## config.mk

```make
export PLATFORM = sky130hd
export DESIGN_NAME = i2c_target_regs
export DESIGN_NICKNAME = d
export VERILOG_FILES = /design/src/rtl/i2c_pkg.sv /design/src/rtl/i2c_bus_sync.sv /design/src/rtl/i2c_target_regs.sv
export SDC_FILE = /design/constraint.sdc
export NUM_CORES = 1
export LEC_CHECK = 0
export BUFFER_PORTS_ARGS = -buffer_cell sky130_fd_sc_hd__buf_2
export CAP_MARGIN = 20
export CORE_MARGIN = 2
export CORE_UTILIZATION = 50
export DETAILED_ROUTE_END_ITERATION = 10
export GPL_ROUTABILITY_DRIVEN = 0
export PLACE_DENSITY_LB_ADDON = 0.1
export SLEW_MARGIN = 0
export SYNTH_ARGS = -nofsm -noshare
export SYNTH_HDL_FRONTEND = slang
export SYNTH_HIERARCHICAL = 1
export SYNTH_SLANG_ARGS = --single-unit
```

## constraint.sdc

```tcl
create_clock -name aclk -period 5.1 [get_ports aclk]
set_input_delay 0.765 -clock aclk [delete_from_list [all_inputs] [get_ports aclk]]
set_output_delay 0.765 -clock aclk [all_outputs]
set_load 0.02 [all_outputs]
```

## src/rtl/i2c_pkg.sv

```systemverilog
// Shared I2C definitions: target FSM states, ACK/NACK levels, input sync latency.
package i2c_pkg;

  localparam int unsigned SYNC_LAT = 3;
  localparam int unsigned CNT_W    = 4;

  localparam logic I2C_ACK  = 1'b0;
  localparam logic I2C_NACK = 1'b1;

  typedef enum logic [3:0] {
    ST_IDLE,
    ST_ADDR,
    ST_ADDR_ACK,
    ST_PTR,
    ST_PTR_ACK,
    ST_WDATA,
    ST_WDATA_ACK,
    ST_RDATA,
    ST_RDATA_ACK,
    ST_IGNORE
  } i2c_tgt_state_t;

endpackage

```

## src/rtl/i2c_bus_sync.sv

```systemverilog
// Two-FF synchronizers on SCL/SDA plus a history stage for edge, START and STOP detection.
module i2c_bus_sync (
  input  logic aclk,
  input  logic scl_i,
  input  logic sda_i,
  output logic scl_rise,
  output logic scl_fall,
  output logic start_det,
  output logic stop_det,
  output logic sda_s
);

  logic scl_meta_q, scl_s_q, scl_h_q;
  logic sda_meta_q, sda_s_q, sda_h_q;

  // Chains free-run through reset so they always mirror the bus and never fake an edge.
  always_ff @(posedge aclk) begin
    scl_meta_q <= scl_i;
    scl_s_q    <= scl_meta_q;
    scl_h_q    <= scl_s_q;
    sda_meta_q <= sda_i;
    sda_s_q    <= sda_meta_q;
    sda_h_q    <= sda_s_q;
  end

  assign scl_rise  = scl_s_q & ~scl_h_q;
  assign scl_fall  = ~scl_s_q & scl_h_q;
  assign start_det = scl_s_q & scl_h_q & sda_h_q & ~sda_s_q;
  assign stop_det  = scl_s_q & scl_h_q & ~sda_h_q & sda_s_q;
  assign sda_s     = sda_s_q;

endmodule

```

## src/rtl/i2c_target_regs.sv

```systemverilog
// I2C target exposing a byte register file with an auto-incrementing pointer.
module i2c_target_regs
  import i2c_pkg::*;
#(
  parameter logic [6:0]  TARGET_ADDR = 7'h03,
  parameter int unsigned NUM_REGS    = 16,
  parameter logic [7:0]  RESET_FILL  = 8'h00
) (
  input  logic                        aclk,
  input  logic                        areset,
  input  logic                        scl_i,
  input  logic                        sda_i,
  output logic                        sda_pull,
  output logic                        wr_strobe,
  output logic [$clog2(NUM_REGS)-1:0] wr_idx,
  output logic [7:0]                  wr_data,
  output logic                        busy
);

  localparam int unsigned PTR_W = $clog2(NUM_REGS);

  logic scl_rise, scl_fall, start_det, stop_det, sda_s;

  i2c_bus_sync u_sync (
    .aclk      (aclk),
    .scl_i     (scl_i),
    .sda_i     (sda_i),
    .scl_rise  (scl_rise),
    .scl_fall  (scl_fall),
    .start_det (start_det),
    .stop_det  (stop_det),
    .sda_s     (sda_s)
  );

  i2c_tgt_state_t   state_q, state_d;
  logic [CNT_W-1:0] bitcnt_q, bitcnt_d;
  logic [7:0]       shift_q, shift_d;
  logic [PTR_W-1:0] ptr_q, ptr_d;
  logic             rw_q, rw_d;
  logic             sda_pull_q, sda_pull_d;
  logic             busy_q, busy_d;
  logic             wr_strobe_q, wr_strobe_d;
  logic [PTR_W-1:0] wr_idx_q, wr_idx_d;
  logic [7:0]       wr_data_q, wr_data_d;
  logic [7:0]       regs_q [NUM_REGS];

  logic             reg_we_c;
  logic [7:0]       byte_c, rd_byte_c, nxt_byte_c;
  logic [PTR_W-1:0] ptr_inc_c;

  assign byte_c     = {shift_q[6:0], sda_s};
  assign ptr_inc_c  = ptr_q + PTR_W'(1);
  assign rd_byte_c  = regs_q[ptr_q];
  assign nxt_byte_c = regs_q[ptr_inc_c];

  always_ff @(posedge aclk) begin
    if (areset) begin
      state_q     <= ST_IDLE;
      bitcnt_q    <= '0;
      shift_q     <= '0;
      ptr_q       <= '0;
      rw_q        <= 1'b0;
      sda_pull_q  <= 1'b0;
      busy_q      <= 1'b0;
      wr_strobe_q <= 1'b0;
      wr_idx_q    <= '0;
      wr_data_q   <= '0;
    end else begin
      state_q     <= state_d;
      bitcnt_q    <= bitcnt_d;
      shift_q     <= shift_d;
      ptr_q       <= ptr_d;
      rw_q        <= rw_d;
      sda_pull_q  <= sda_pull_d;
      busy_q      <= busy_d;
      wr_strobe_q <= wr_strobe_d;
      wr_idx_q    <= wr_idx_d;
      wr_data_q   <= wr_data_d;
    end
  end

  always_ff @(posedge aclk) begin
    if (areset) begin
      for (int i = 0; i < NUM_REGS; i++) regs_q[i] <= RESET_FILL;
    end else if (reg_we_c) begin
      regs_q[ptr_q] <= byte_c;
    end
  end

  // ACK states use bitcnt as a phase: 0 wait fall, 1 wait ACK rise, 2 wait release fall.
  always_comb begin
    state_d     = state_q;
    bitcnt_d    = bitcnt_q;
    shift_d     = shift_q;
    ptr_d       = ptr_q;
    rw_d        = rw_q;
    sda_pull_d  = sda_pull_q;
    busy_d      = busy_q;
    wr_strobe_d = 1'b0;
    wr_idx_d    = wr_idx_q;
    wr_data_d   = wr_data_q;
    reg_we_c    = 1'b0;

    if (start_det) begin
      state_d    = ST_ADDR;
      bitcnt_d   = '0;
      sda_pull_d = 1'b0;
      busy_d     = 1'b0;
    end else if (stop_det) begin
      state_d    = ST_IDLE;
      bitcnt_d   = '0;
      sda_pull_d = 1'b0;
      busy_d     = 1'b0;
    end else begin
      case (state_q)
        ST_ADDR, ST_PTR, ST_WDATA: begin
          if (scl_rise) begin
            shift_d  = byte_c;
            bitcnt_d = bitcnt_q + CNT_W'(1);
            if (bitcnt_q == CNT_W'(7)) begin
              bitcnt_d = '0;
              if (state_q == ST_ADDR) begin
                if (byte_c[7:1] == TARGET_ADDR && byte_c[7:1] != 7'h00) begin
                  state_d = ST_ADDR_ACK;
                  rw_d    = byte_c[0];
                  busy_d  = 1'b1;
                end else begin
                  state_d = ST_IGNORE;
                  busy_d  = 1'b0;
                end
              end else if (state_q == ST_PTR) begin
                ptr_d   = byte_c[PTR_W-1:0];
                state_d = ST_PTR_ACK;
              end else begin
                reg_we_c    = 1'b1;
                wr_strobe_d = 1'b1;
                wr_idx_d    = ptr_q;
                wr_data_d   = byte_c;
                ptr_d       = ptr_inc_c;
                state_d     = ST_WDATA_ACK;
              end
            end
          end
        end
        ST_ADDR_ACK, ST_PTR_ACK, ST_WDATA_ACK: begin
          if (scl_fall && bitcnt_q == CNT_W'(0)) begin
            sda_pull_d = ~I2C_ACK;
            bitcnt_d   = CNT_W'(1);
          end else if (scl_rise && bitcnt_q == CNT_W'(1)) begin
            bitcnt_d = CNT_W'(2);
          end else if (scl_fall && bitcnt_q == CNT_W'(2)) begin
            sda_pull_d = 1'b0;
            bitcnt_d   = '0;
            if (state_q == ST_ADDR_ACK && rw_q) begin
              state_d    = ST_RDATA;
              shift_d    = rd_byte_c;
              sda_pull_d = ~rd_byte_c[7];
            end else if (state_q == ST_ADDR_ACK) begin
              state_d = ST_PTR;
            end else begin
              state_d = ST_WDATA;
            end
          end
        end
        ST_RDATA: begin
          if (scl_rise) begin
            bitcnt_d = bitcnt_q + CNT_W'(1);
          end else if (scl_fall && bitcnt_q != CNT_W'(0)) begin
            if (bitcnt_q == CNT_W'(8)) begin
              sda_pull_d = 1'b0;
              bitcnt_d   = '0;
              state_d    = ST_RDATA_ACK;
            end else begin
              shift_d    = {shift_q[6:0], 1'b0};
              sda_pull_d = ~shift_q[6];
            end
          end
        end
        ST_RDATA_ACK: begin
          if (scl_rise && bitcnt_q == CNT_W'(0)) begin
            if (sda_s == I2C_NACK) begin
              state_d = ST_IGNORE;
              busy_d  = 1'b0;
            end else begin
              bitcnt_d = CNT_W'(1);
            end
          end else if (scl_fall && bitcnt_q == CNT_W'(1)) begin
            ptr_d      = ptr_inc_c;
            shift_d    = nxt_byte_c;
            sda_pull_d = ~nxt_byte_c[7];
            bitcnt_d   = '0;
            state_d    = ST_RDATA;
          end
        end
        default: ;
      endcase
    end
  end

  assign sda_pull  = sda_pull_q;
  assign wr_strobe = wr_strobe_q;
  assign wr_idx    = wr_idx_q;
  assign wr_data   = wr_data_q;
  assign busy      = busy_q;

endmodule

```

* Word level (Yosys, flattened, before mapping)
Memories as Yosys holds them, arrays and structs flattened. A register that Yosys moved wholly into a read port is not among the register bits. Index checks and enable logic that the tools add are counted. Widths: inputs -> output; s select.
Word-level totals: ROM bits 0, RAM bits 128, logic and storage cells 196, bits in registers 41, memories 1, bits of input ports 4, latch bits 0, output and inout bits 15
Operators by class: equality and inequality tests 47, reductions and logical operators 28, $lt $le $gt $ge 0, muxes and demuxes 83, add/sub/neg operators 2, $mul 0, bitwise logic cells 18, shifts and indexed selects 0, div/mod/pow operators 0
Memories:
- regs_q | words 16, width 8, rd ports 2, clocked after memory_dff 1, wr ports 16, RTL line i2c_target_regs.sv:45 | logic [7:0] regs_q [NUM_REGS];
Operators with widths (number):
- $mux 4 | 33
- $mux 7 | 10
- $ne 4x4->1 const B | 9
- $pmux 4 s4 | 2
- $mux 1 | 30
- $ne 2x2->1 const B | 15
- $pmux 7 s4 | 1
- $reduce_and 7->1 | 4
- $reduce_and 11->1 | 2
- $eq 4x3->1 const B | 5
- $ne 3x3->1 const B | 6
- $reduce_and 13->1 | 1
- $eq 4x2->1 const B | 3
- $not 1->1 | 11
- $reduce_or 3->1 | 3
- $add 4x1->4 const B | 2
- $eq 4x1->1 const B | 2
- $eq 4x4->1 const B | 2
- $logic_and 1x1->1 | 8
- $mux 8 | 1
- $pmux 4 s2 | 1
- $reduce_and 8->1 | 1
- $reduce_bool 4->1 | 2
- $reduce_or 8->1 | 1
- 16 further kinds | 23

* Depth between registers and ports, before layout
word-level depth 13, depth in mapped cells 13, gate-level depth less buffers 8

* Modules after synthesis
The synthesis kept the hierarchy.
By module, submodules not included:
- i2c_target_regs | instances 1, cells an instance 762, sequential area each 4624.4 µm², area an instance 9230.1 µm²
- i2c_bus_sync | instances 1, cells an instance 10, sequential area each 120.1 µm², area an instance 155.1 µm²

* Worst setup path before layout
OpenSTA, ideal clock, no wires.
path kind register to register, start point register ptr_q[0], end point register shift_q[2], stages on the path, launching flop included 14, library setup time 0.131 ns, period minus slack after synthesis 3.548 ns, required time 4.969 ns, data arrival time 3.417 ns, buffers on the path 5, path slack 1.552 ns, cells stage by stage dfxtp_1 > buf_2 > buf_4 > buf_2 > inv_2 > ha_1 > clkbuf_1 > clkbuf_1 > mux4_2 > mux2_2 > o21ai_0 > a21oi_1 > a2111oi_0 > nor3_1
Between the ends: cells in the longest elaborated chain, start to end 5
RTL lines:
- start: declaration | RTL line i2c_target_regs.sv:38 | logic [PTR_W-1:0] ptr_q, ptr_d;
- start signal: assignment | RTL line i2c_target_regs.sv:72 | ptr_q <= ptr_d;
- $add 4x1->4 | RTL line i2c_target_regs.sv:52 | assign ptr_inc_c = ptr_q + PTR_W'(1);
- $mem_v2 16x8
- $mux 7 | RTL line i2c_target_regs.sv:187 | end else if (scl_fall && bitcnt_q == CNT_W'(1)) begin
- $mux 7 | RTL line i2c_target_regs.sv:180 | if (scl_rise && bitcnt_q == CNT_W'(0)) begin
- $pmux 7 s4 | RTL line i2c_target_regs.sv:115 | case (state_q)
- end signal: assignment | RTL line i2c_target_regs.sv:71 | shift_q <= shift_d;
- end: declaration | RTL line i2c_target_regs.sv:37 | logic [7:0] shift_q, shift_d;
No other way between the ends. The select of a mux whose other input is x is not followed. A chain may end at the register's enable or synchronous reset.

==> qor.csv <==
metric,value,unit
port bufs,18,
Post-CTS Resized,0,
Critical Path Sink Type,flop,
Placed Instance Area,9630,µm²
Cells after Synth,772,
total negative slack,0,ps
Initial DRT Pass Iterations,5,
synth warn,6,
overall power,3.75,mW
share of layout cells above drive strength 1,21.5,%
crit path kind,flop to flop,
final net count,772,
metal2 WL,12400,µm
Setup Viol. Count Final,0,
cell taking the most area after synthesis,edfxtp_1,
Final min period,3460,ps
clk_lat worst skew,440,ps
post-route insts no fill,1007,
root buf cell,clkbuf_16,
Worst Max-Slew Pin Slew,1050,ps
hold_ws,336,ps
Core Box Area,18600,µm²
WP data arrival,3590,ps
Die X,141,µm
worst hold path type,flop to flop,
clock slew at reported path FFs,70,ps
dpl hpwl,18600,µm
Filler cells,1540,
CTS Buffer Depth,2,
Slew Limit Fails,0,
final period utilization,67.8,%
Storage cell area,4740,µm²
Post-synth EDFFs,128,
Area Growth Syn to Fin,8.61,%
Netlist Area Pre-Place,9390,µm²
Worst Skew,9.43,ps
Post-DRT Antenna Nets,0,
CTS tree,done,
met1 wire length,11100,µm
area occupied by multi-input gates,4360,µm²
Final Util,54.9,%
WHS Path Cells,0,
Cell variety after synth,64,
"Seq/Total Area, Yosys",50.6,%
first-pass GRT wire length,40700,µm
io pins,19,
Initial Utilization,50.5,%
R2R cell count,7,
post-route cell area,10200,µm²
highest metal used,met4,
"Hold Vio Cnt, Final",0,
Commonest cells post-synth,"128 x edfxtp_1, 115 x and2_1, 66 x mux4_2",
worst vdd ir,0.236,mV
grt total ovfl,0,
pin count of the biggest net entering global routing,39,
antenna violations before repair,0,
max-cap violation count,0,
most numerous cell in the Yosys netlist,edfxtp_1,
power density cells,368,nW/µm²
Synth top area share,41.0,%
pre-CTS WS,1760,ps
run status,finished clean,
vias,6637,
full die area,19900,µm²
"top cells by area, synth","edfxtp_1 41%, mux4_2 16%, dfxtp_1 9.6%",
Total Routing Usage GR,28.2,%
vias in the first global route,6416,
Worst Path Max Fanout,13,
RSZ-0062 raised after global routing,false,
"Top FF cell, synth",edfxtp_1,
hold_buf cts,0,
dpl cells,975,
register bit total from synthesis,173,
max_slew headroom,30.0,%
number of H-tree levels,4,
DR DRC count,0,
Die Y,141,µm
Avg Vias per Cell,6.59,
diode count,0,
post-CTS setup buffers,0,
async set-reset flop share out of synthesis,0,%
cts bufs inserted,17,
Routed WL,26900,µm
Syn Nets,784,
DRT iter0 DRCs,833,
Setup crit start kind,flop,
met3 wire len,2410,µm
clk sinks,173,
P_leak,3.47,nW
Fmax achieved,289,MHz
"Avg Cell Area, Syn",12.2,µm²
num rows,50,
Required @ worst endpoint,5230,ps
DR WL/cell,26.8,µm
fin worst setup slack,1640,ps
## power breakdown
part	internal (mW)	leakage, nW	total, mW	switching [mW]
Sequential	1.57	1.69	1.68	0.113
Clock	0.682	0.274	1.27	0.591
Combinational	0.315	1.51	0.797	0.482
Total	2.57	3.47	3.75	1.19
## cell families after synthesis
kind of cell,count (synthesis),share of synthesized area [%]
buffers and inverters,73,3.15
AND/OR/NAND/NOR,323,19.5
AO/OA/AOI/OAI,103,7.05
multiplexers,89,18.4
flip-flops,173,50.6
adder cells (fa/ha/maj),8,1.07
XOR/XNOR,3,0.280
## cell type report
| type | count | share of cell area [%] |
|---|---|---|
| clock buffers | 18 | 4.21 |
| clock inverters | 14 | 1.31 |
| inverters | 8 | 0.295 |
| multi-input cells | 526 | 42.7 |
| flip-flops and latches | 173 | 46.5 |
| well taps | 234 | 2.87 |
| repair buffers | 34 | 2.04 |
## registers in the layout (all words and copies together) (netlist names), 4 cells and up, named ones only
name / cells
ptr_q: 4
wr_data: 8
state_q: 4
wr_idx: 4
shift_q: 7
regs_q: 128
bitcnt_q: 4
## metal layers
metal	GRT usage, %	vias up
li1	-	2868
met1	38.1	3301
met2	44.0	398
met3	5.74	70
met4	13.5	0
met5	0	-
## worst max-delay path: stages (launching register included)
cell,delay (ps)
dfxtp_1,380
nor2b_1,710
nand4b_1,550
nor3_1,330
buf_4,190
nand3_1,280
nor2_1,410
or2_2,300
## final timing paths
check                       startpoint                     endpoint  slack (ps)
max             u_sync/scl_s_q$_DFF_P_  regs_q[12][7]$_SDFFCE_PN0P_        1640
min          u_sync/sda_meta_q$_DFF_P_         u_sync/sda_s$_DFF_P_         340
max reg2reg     u_sync/scl_s_q$_DFF_P_  regs_q[12][7]$_SDFFCE_PN0P_        1640
min reg2reg  u_sync/sda_meta_q$_DFF_P_         u_sync/sda_s$_DFF_P_         340
## cells in the final DEF (no fill, tap or decap), drive strengths merged, types with 5 or more instances in the layout
cell type,instances
nand3,7
dfxtp,45
nand4,6
o22ai,6
ha,8
mux2i,15
a21oi,36
nor3b,5
or2,18
nand2,43
clkinv,5
mux4,66
inv,14
nand2b,11
o21ai,17
nor3,34
and2,116
nor2,42
a211oi,13
or3,6
mux2,8
nor4,6
edfxtp,128
clkbuf,18
buf,34
nor2b,11
Power figures use the tool's default switching activity.
